[src/rtl/ahb_lite_sram_bridge_if.sv]
// AHB-Lite bus bundle between the bus fabric and the SRAM bridge.
// The master modport is the interconnect side, the slave modport is the bridge.
interface ahb_lite_sram_bridge_if;
   logic        HSEL;
   logic [31:0] HADDR;
   logic        HREADY;
   logic        HWRITE;
   logic [1:0]  HTRANS;
   logic [2:0]  HSIZE;
   logic [31:0] HWDATA;
   logic [31:0] HRDATA;
   logic        HREADYOUT;

   modport master (
      output HSEL, HADDR, HREADY, HWRITE, HTRANS, HSIZE, HWDATA,
      input  HRDATA, HREADYOUT
   );

   modport slave (
      input  HSEL, HADDR, HREADY, HWRITE, HTRANS, HSIZE, HWDATA,
      output HRDATA, HREADYOUT
   );
endinterface

[src/rtl/ahb_lite_sram_bridge.sv]
// AHB-Lite slave mapping a 2^AW byte window onto a 1-cycle sync SRAM.
// Writes land in the data phase; a read colliding with a pending write stalls once.
module ahb_lite_sram_bridge #(
   parameter int AW = 14
) (
   input  logic              HCLK,
   input  logic              HRESET,
   ahb_lite_sram_bridge_if.slave ahb,
   input  logic [31:0]       SRAMRDATA,
   output logic [3:0]        SRAMWEN,
   output logic [31:0]       SRAMWDATA,
   output logic              SRAMCS0,
   output logic [AW-3:0]     SRAMADDR
);

   logic          wr_pend;
   logic          rd_pend;
   logic          stall;
   logic [AW-3:0] wr_addr;
   logic [3:0]    wr_mask;

   logic          acc;
   logic          rd_ap;
   logic          collide;
   logic          wr_acc;
   logic          rd_issue;
   logic [3:0]    ap_mask;

   logic          unused_haddr;
   assign unused_haddr = ^ahb.HADDR[31:AW];

   assign acc      = ahb.HSEL & ahb.HREADY & ahb.HTRANS[1];
   assign rd_ap    = ahb.HSEL & ahb.HTRANS[1] & ~ahb.HWRITE;
   assign collide  = wr_pend & rd_ap & ~stall;
   assign wr_acc   = acc & ahb.HWRITE;
   assign rd_issue = acc & ~ahb.HWRITE & ~wr_pend & ~collide;

   // Byte-lane mask for the transfer in its address phase.
   always_comb begin
      ap_mask = 4'b1111;
      unique case (1'b1)
         (ahb.HSIZE == 3'd0): ap_mask = 4'b0001 << ahb.HADDR[1:0];
         (ahb.HSIZE == 3'd1): ap_mask = ahb.HADDR[1] ? 4'b1100 : 4'b0011;
         default:             ap_mask = 4'b1111;
      endcase
   end

   // SRAM port: pending write owns it, else a fresh read is issued.
   always_comb begin
      SRAMCS0   = 1'b0;
      SRAMWEN   = 4'b0000;
      SRAMADDR  = ahb.HADDR[AW-1:2];
      SRAMWDATA = ahb.HWDATA;
      if (!HRESET) begin
         if (wr_pend) begin
            SRAMCS0  = 1'b1;
            SRAMADDR = wr_addr;
            SRAMWEN  = wr_mask;
         end else if (rd_issue) begin
            SRAMCS0  = 1'b1;
         end
      end
   end

   // Bus responses: read data only in a read data phase, stall on collision.
   always_comb begin
      ahb.HRDATA    = rd_pend ? SRAMRDATA : 32'h0;
      ahb.HREADYOUT = ~collide;
   end

   // Pending-transfer flags; a write clears unless another is accepted.
   always_ff @(posedge HCLK) begin
      if (HRESET) begin
         wr_pend <= 1'b0;
         rd_pend <= 1'b0;
         stall   <= 1'b0;
      end else begin
         wr_pend <= wr_acc & ~collide;
         rd_pend <= rd_issue;
         stall   <= collide;
      end
   end

   // Write address and lane mask captured in the write address phase.
   always_ff @(posedge HCLK) begin
      if (HRESET) begin
         wr_addr <= '0;
         wr_mask <= 4'b0000;
      end else if (wr_acc) begin
         wr_addr <= ahb.HADDR[AW-1:2];
         wr_mask <= ap_mask;
      end
   end

endmodule

[src/flat_wrapper.sv]
// flat-port wrapper written by rule: the top's interface ports become plain ports
module ahb_lite_sram_bridge_flat 
#(
   parameter int AW = 14
)
  (HCLK, HRESET, SRAMRDATA, SRAMWEN, SRAMWDATA, SRAMCS0, SRAMADDR, ahb_HSEL, ahb_HADDR, ahb_HREADY, ahb_HWRITE, ahb_HTRANS, ahb_HSIZE, ahb_HWDATA, ahb_HRDATA, ahb_HREADYOUT);
  ahb_lite_sram_bridge_if ahb_i ();
  input  logic HCLK;
  input  logic HRESET;
  input  logic [31:0] SRAMRDATA;
  output logic [3:0] SRAMWEN;
  output logic [31:0] SRAMWDATA;
  output logic SRAMCS0;
  output logic [AW-3:0] SRAMADDR;
  input wire logic [$bits(ahb_i.HSEL)-1:0] ahb_HSEL;
  input wire logic [$bits(ahb_i.HADDR)-1:0] ahb_HADDR;
  input wire logic [$bits(ahb_i.HREADY)-1:0] ahb_HREADY;
  input wire logic [$bits(ahb_i.HWRITE)-1:0] ahb_HWRITE;
  input wire logic [$bits(ahb_i.HTRANS)-1:0] ahb_HTRANS;
  input wire logic [$bits(ahb_i.HSIZE)-1:0] ahb_HSIZE;
  input wire logic [$bits(ahb_i.HWDATA)-1:0] ahb_HWDATA;
  output wire logic [$bits(ahb_i.HRDATA)-1:0] ahb_HRDATA;
  output wire logic [$bits(ahb_i.HREADYOUT)-1:0] ahb_HREADYOUT;
  assign ahb_i.HSEL = ahb_HSEL;
  assign ahb_i.HADDR = ahb_HADDR;
  assign ahb_i.HREADY = ahb_HREADY;
  assign ahb_i.HWRITE = ahb_HWRITE;
  assign ahb_i.HTRANS = ahb_HTRANS;
  assign ahb_i.HSIZE = ahb_HSIZE;
  assign ahb_i.HWDATA = ahb_HWDATA;
  assign ahb_HRDATA = ahb_i.HRDATA;
  assign ahb_HREADYOUT = ahb_i.HREADYOUT;
  ahb_lite_sram_bridge #(.AW(AW)) u_core (.HCLK(HCLK), .HRESET(HRESET), .ahb(ahb_i), .SRAMRDATA(SRAMRDATA), .SRAMWEN(SRAMWEN), .SRAMWDATA(SRAMWDATA), .SRAMCS0(SRAMCS0), .SRAMADDR(SRAMADDR));
endmodule
[config.mk]
export PLATFORM = sky130hd
export DESIGN_NAME = ahb_lite_sram_bridge_flat
export DESIGN_NICKNAME = d
export VERILOG_FILES = /design/src/rtl/ahb_lite_sram_bridge_if.sv /design/src/rtl/ahb_lite_sram_bridge.sv /design/src/flat_wrapper.sv
export SDC_FILE = /design/constraint.sdc
export NUM_CORES = 1
export LEC_CHECK = 0
export BUFFER_PORTS_ARGS = -buffer_cell sky130_fd_sc_hd__buf_4
export CAP_MARGIN = 20
export CORE_MARGIN = 5
export CORE_UTILIZATION = 28
export CTS_CLUSTER_DIAMETER = 200
export CTS_CLUSTER_SIZE = 8
export DETAILED_ROUTE_END_ITERATION = 8
export PLACE_DENSITY = 0.85
export SYNTH_ARGS = -nofsm -noshare
export SYNTH_HDL_FRONTEND = slang
export SYNTH_SLANG_ARGS = --single-unit
[constraint.sdc]
create_clock -name HCLK -period 1.1 [get_ports HCLK]
set_input_delay 0.22 -clock HCLK [delete_from_list [all_inputs] [get_ports HCLK]]
set_output_delay 0.22 -clock HCLK [all_outputs]
set_load 0.02 [all_outputs]
==> results.cfg, run 1 <==
[place]
io_buffers = 104
hpwl_um = 3720
place_area_um2 = 2110
placedCellCount = 343
place_ws_ps = -159
routabilityCongestion = 0.719

[synthesis]
yosysWarnings = 0
syn_area_per_cell_um2 = 7.05
synth_top_area_cell = dfxtp_1
synth_compound_area_share_pct = 9.10
yosys-top-cells-area = dfxtp_1, buf_4, nand2_1, and2_1, a21oi_1
syn_inst = 195
yosysSeqAreaShare_pct = 27.7
yosys_register_bits = 19
yosys.area_share.simple_pct = 40.7
synth.area.mux_share_pct = 0
synth_top_family_by_area = simple AND/OR/NAND/NOR gates
synthAdderAreaFrac_pct = 0
synth_top_area_share_pct = 27.7
synthesis.nets = 301
netlist_area_um2 = 1380
yosysUniqueCellTypes = 23
synth_xor_area_share_pct = 0

[worst_setup_path]
startpoint = u_core.wr_pend
worstPathMaxFanout = 4
arrival_ps = 1240
worstPathRequired_ps = 880
cp-end-kind = output port
cp-start-kind = flip-flop
r2r_start = u_core.wr_pend
worstSetupPathType = flip-flop to output port

[cts]
htreeDepth = 1
cts_root_buffer = clkbuf_8
clkTransAtPathRegs_ps = 70
clk_latency_ps = 250
numCtsBuffers = 3
cts_max_path_buffers = 2
cts_tree = built
cts.sinks = 19

[global_route]
grt_pass1_wl_um = 7880
grt_overflow = 0
grt_usage_pct = 15.4
grt_max_degree = 14
antenna_found_initial = 0
first_global_vias = 1696

[drt]
wl_um = 5110
viasPerCell = 4.41
drc_errors = 0
ant_nets = 0
firstDrtPassIters = 5
avgRoutedWirePerCell_um = 14.4
vias = 1562
dr.first_iter.drc_count = 18

[sta]
fmax_mhz = 687
setup-tns-final_ps = -10740
max_slew_margin_pct = 83.5
finalHoldViolCount = 0
finalSetupViolations = 51
slew_violations = 0
fin_ws_ps = -356
tightest_slew_ps = 247
finalCritPeriodShare_pct = 132
rsz0062_at_grt = yes
min_period_ps = 1460
fin_skew_ps = 0.655

[layout]
final_cell_mix = buf_4, buf_6, nand2_1, and2_4, nand2_2
drive_gt1_share_pct = 71.8
area_growth_pct = 90.4
stdcell_count = 354
final_common_cell = buf_4
nNetsFinal = 394
design_area_um2 = 2620
fillers = 441
insertedDiodeCount = 0

[power]
power_mw = 1.65
powerDensity_nw_per_um2 = 632
cellLeakagePower_nw = 1.25
vdd_ir_drop_max_v = 0.000819

[die]
ios = 188
core_area_um2 = 4750
dieArea_um2 = 6410
rows = 25
die_h_um = 80.1
initial_core_util_pct = 28.9
die_width_um = 80.1

[run]
maxCapViolations = 0

[worst_hold_path]
hold_start = ahb_HADDR[2]
hp-class = input port to flip-flop

[outcome]
violations = setup timing
outcome = complete, but fails checks
[path summary, 6_finish.rpt]
| path | endpoint | cells after the start | slack [ps] |
|---|---|---|---|
| max | ahb_HREADYOUT | 2 | -360 |
| min | u_core.wr_addr[0] | 3 | 220 |
| max reg2reg | u_core.stall | 4 | -100 |
| min reg2reg | u_core.wr_addr[0] | 2 | 450 |
[area by class of cell]
class / count / area [um2] / share of cell area, %
timing repair buffer: 130 / 1230 / 46.8
multi-input combinational: 134 / 873 / 33.4
sequential: 19 / 388 / 14.8
tap: 67 / 83.8 / 3.20
clock buffer: 3 / 41.3 / 1.58
clock inverter: 1 / 5.00 / 0.191
[registers in the layout, indices dropped and copies added, names as in the netlist]
register	flops
u_core.wr_addr	12
u_core.rd_pend	1
u_core.wr_pend	1
u_core.stall	1
u_core.wr_mask	4
[cells by family (layout without fill, tap and decap cells)]
group / after synthesis / count (layout)
and+or+nand+nor: 115 / 115
buffers and inverters: 42 / 134
AOI/OAI and AO/OA: 19 / 19
DFF: 19 / 19
[synth_stat cells]
cell type	n
nand2_1	63
and2_1	36
and4_1	1
dfxtp_1	19
o21bai_1	1
a211oi_1	4
or4b_4	1
nor3_2	1
nor2_1	6
nand2b_1	3
buf_2	4
nor2b_1	1
clkbuf_1	3
o21ai_0	1
buf_12	1
a21oi_1	8
buf_4	33
o31ai_1	1
a21oi_2	4
nor3_1	1
nand4_1	1
buf_6	1
nor2_2	1
[metal layers]
layer	share of wire (%)	GRT usage (%)	vias to the layer above	wire (um)
met5	0	0	-	0
met4	2.4	4.73	0	125
met3	7.1	3.92	18	363
met2	56	30.4	69	2860
met1	35	15.4	714	1770
li1	-	-	761	-
[where the power goes]
| part | switching [mW] | leakage (nW) | internal, mW | total [mW] |
|---|---|---|---|---|
| Combinational | 0.195 | 1.07 | 0.275 | 0.470 |
| Sequential | 0.0107 | 0.155 | 0.699 | 0.710 |
| Clock | 0.223 | 0.0255 | 0.251 | 0.474 |
[per-stage QoR]
stage / utilization (%) / hold WS (ps)
finish: 55.1 / 215
global route: 55.1 / 216
CTS: 56.7 / 213
detailed placement: 44.3 / 440
global placement: 44.3 / 438
floorplan: - / 299
[critical path: stages (launching register included)]
cell     delay (ps)
dfxtp_4         370
or4b_4          470
buf_6           150
[repair_timing]
| item | 4_1_cts | 5_1_grt |
|---|---|---|
| setup endpoints to repair | 51 | 51 |
| pin swaps | 23 | 8 |
| cloned | 4 | 0 |
| buffers inserted | 6 | 1 |
| hold buffers | 0 | 0 |
| gates resized for setup | 125 | 5 |
| endpoints found under the hold margin | 0 | 0 |
Power figures use the tool's default switching activity.
==> inputs of run 2 (changes only) <==
--- a/config.mk
+++ b/config.mk
@@ -13,6 +13,7 @@
 export CTS_CLUSTER_SIZE = 8
 export DETAILED_ROUTE_END_ITERATION = 8
 export PLACE_DENSITY = 0.85
+export SKIP_CTS_REPAIR_TIMING = 1
 export SYNTH_ARGS = -nofsm -noshare
 export SYNTH_HDL_FRONTEND = slang
 export SYNTH_SLANG_ARGS = --single-unit
==> results.cfg, run 2 (synthesized netlist as in run 1, its figures left out) <==
[cts]
clk_latency_ps = 250
clkTransAtPathRegs_ps = 70
cts_tree = built
cts_max_path_buffers = 2
htreeDepth = 1
cts.sinks = 19
numCtsBuffers = 3
cts_root_buffer = clkbuf_8

[die]
die_width_um = 80.1
rows = 25
ios = 188
dieArea_um2 = 6410
initial_core_util_pct = 28.9
die_h_um = 80.1
core_area_um2 = 4750

[sta]
fin_skew_ps = 0.519
slew_violations = 0
timing.hold.ws_ps = 215
setup-tns-final_ps = -11110
fin_ws_ps = -394
finalCritPeriodShare_pct = 136
max_slew_margin_pct = 83.5
tightest_slew_ps = 247
min_period_ps = 1490
finalHoldViolCount = 0
finalSetupViolations = 51
fmax_mhz = 669
rsz0062_at_grt = yes

[layout]
fillers = 476
insertedDiodeCount = 0
nNetsFinal = 390
reg.largest.list = u_core.wr_addr x12, u_core.wr_mask x4
largest_reg_flops = 12
area_growth_pct = 77.6
drive_gt1_share_pct = 62.2
top_register = u_core.wr_addr
final_cell_mix = buf_4, nand2_1, buf_6, and2_4, dfxtp_1
final_common_cell = buf_4

[worst_setup_path]
r2r_start = u_core.wr_pend
cp-end-kind = output port
cp-start-kind = flip-flop
worstPathRequired_ps = 880
critPathSlowestCell = or4b_4
worstSetupPathType = flip-flop to output port
crit_cells = 2
startpoint = u_core.wr_pend
slowest_delay_ps = 480
ff2ff_path_depth = 3
worstPathMaxFanout = 4
crit_buf_inv = 1
path_cells = or4b_4 -> buf_4
arrival_ps = 1270
cp_top_family = simple AND/OR/NAND/NOR gates

[drt]
wl_um = 4980
firstDrtPassIters = 5
avgRoutedWirePerCell_um = 14.2
ant_nets = 0
dr.first_iter.drc_count = 32
viasPerCell = 4.45
drc_errors = 0
vias = 1556

[outcome]
outcome = complete, but fails checks
violations = setup timing

[global_route]
first_global_vias = 1470
grt_usage_pct = 12.9
grt_overflow = 0
grt_pass1_wl_um = 6680
grt_max_degree = 33
antenna_found_initial = 0

[worst_hold_path]
min_path_cells = 3
hp-class = input port to flip-flop
hold_start = ahb_HADDR[2]

[place]
io_buffers = 104
routabilityCongestion = 0.719
hpwl_um = 3720

[power]
cellLeakagePower_nw = 1.18
vdd_ir_drop_max_v = 0.000805
powerDensity_nw_per_um2 = 663

[run]
maxCapViolations = 0
-- run 2: changes by cell type in the layout (fill, tap and decap cells not counted), moves of 2 or more --
cell	previous run	this run
buf_4	70	87
clkbuf_16	0	2
buf_8	2	0
and2_1	0	4
nand2_1	40	61
nand2_2	22	2
buf_6	56	36
and2_4	36	32
-- run 2: power breakdown --
group	leakage (nW)	switching (mW)	internal [mW]
combinational	0.996	0.184	0.251
sequential	0.155	0.00873	0.701
clock	0.0255	0.223	0.251
total	1.18	0.415	1.20
-- run 2: tightest hold or removal path, stage by stage --
cell	delay [ps]
buf_4	110
nand2_1	50
a21oi_1	50
-- run 2: path summary, 6_finish.rpt --
path              slack, ps            endpoint
setup reg to reg        -10        u_core.stall
setup / recovery       -390       ahb_HREADYOUT
hold reg to reg         450  u_core.wr_addr[11]
hold / removal          220   u_core.wr_addr[0]
-- run 2: final cells by class --
class | count | area, um2 | area share [%]
timing repair buffer | 126 | 1130 | 46.2
sequential | 19 | 385 | 15.8
clock inverter | 1 | 5.00 | 0.205
clock buffer | 3 | 41.3 | 1.69
tap | 67 | 83.8 | 3.43
multi-input combinational | 134 | 798 | 32.7
-- run 2: through the flow --
step	instances	cell area [um2]	total power [mW]	setup WS, ps	utilization [%]
6_report	350	2440	1.62	-394	51.4
5_1_grt	350	2440	1.71	-427	51.4
3_3_place_gp	343	2110	1.12	-151	44.3
3_5_place_dp	343	2110	1.12	-159	44.3
2_1_floorplan	195	1400	1.04	0.724	-
4_1_cts	347	2150	1.59	-429	45.3
-- run 2: metal layers --
metal	part of all wire, %	global-route usage [%]	routed length (um)	up-vias
met2	55	24.1	2740	78
met1	35	13.6	1760	703
met5	0	0	0	-
met4	1.8	3.89	91	0
met3	7.7	3.92	383	20
li1	-	-	-	755
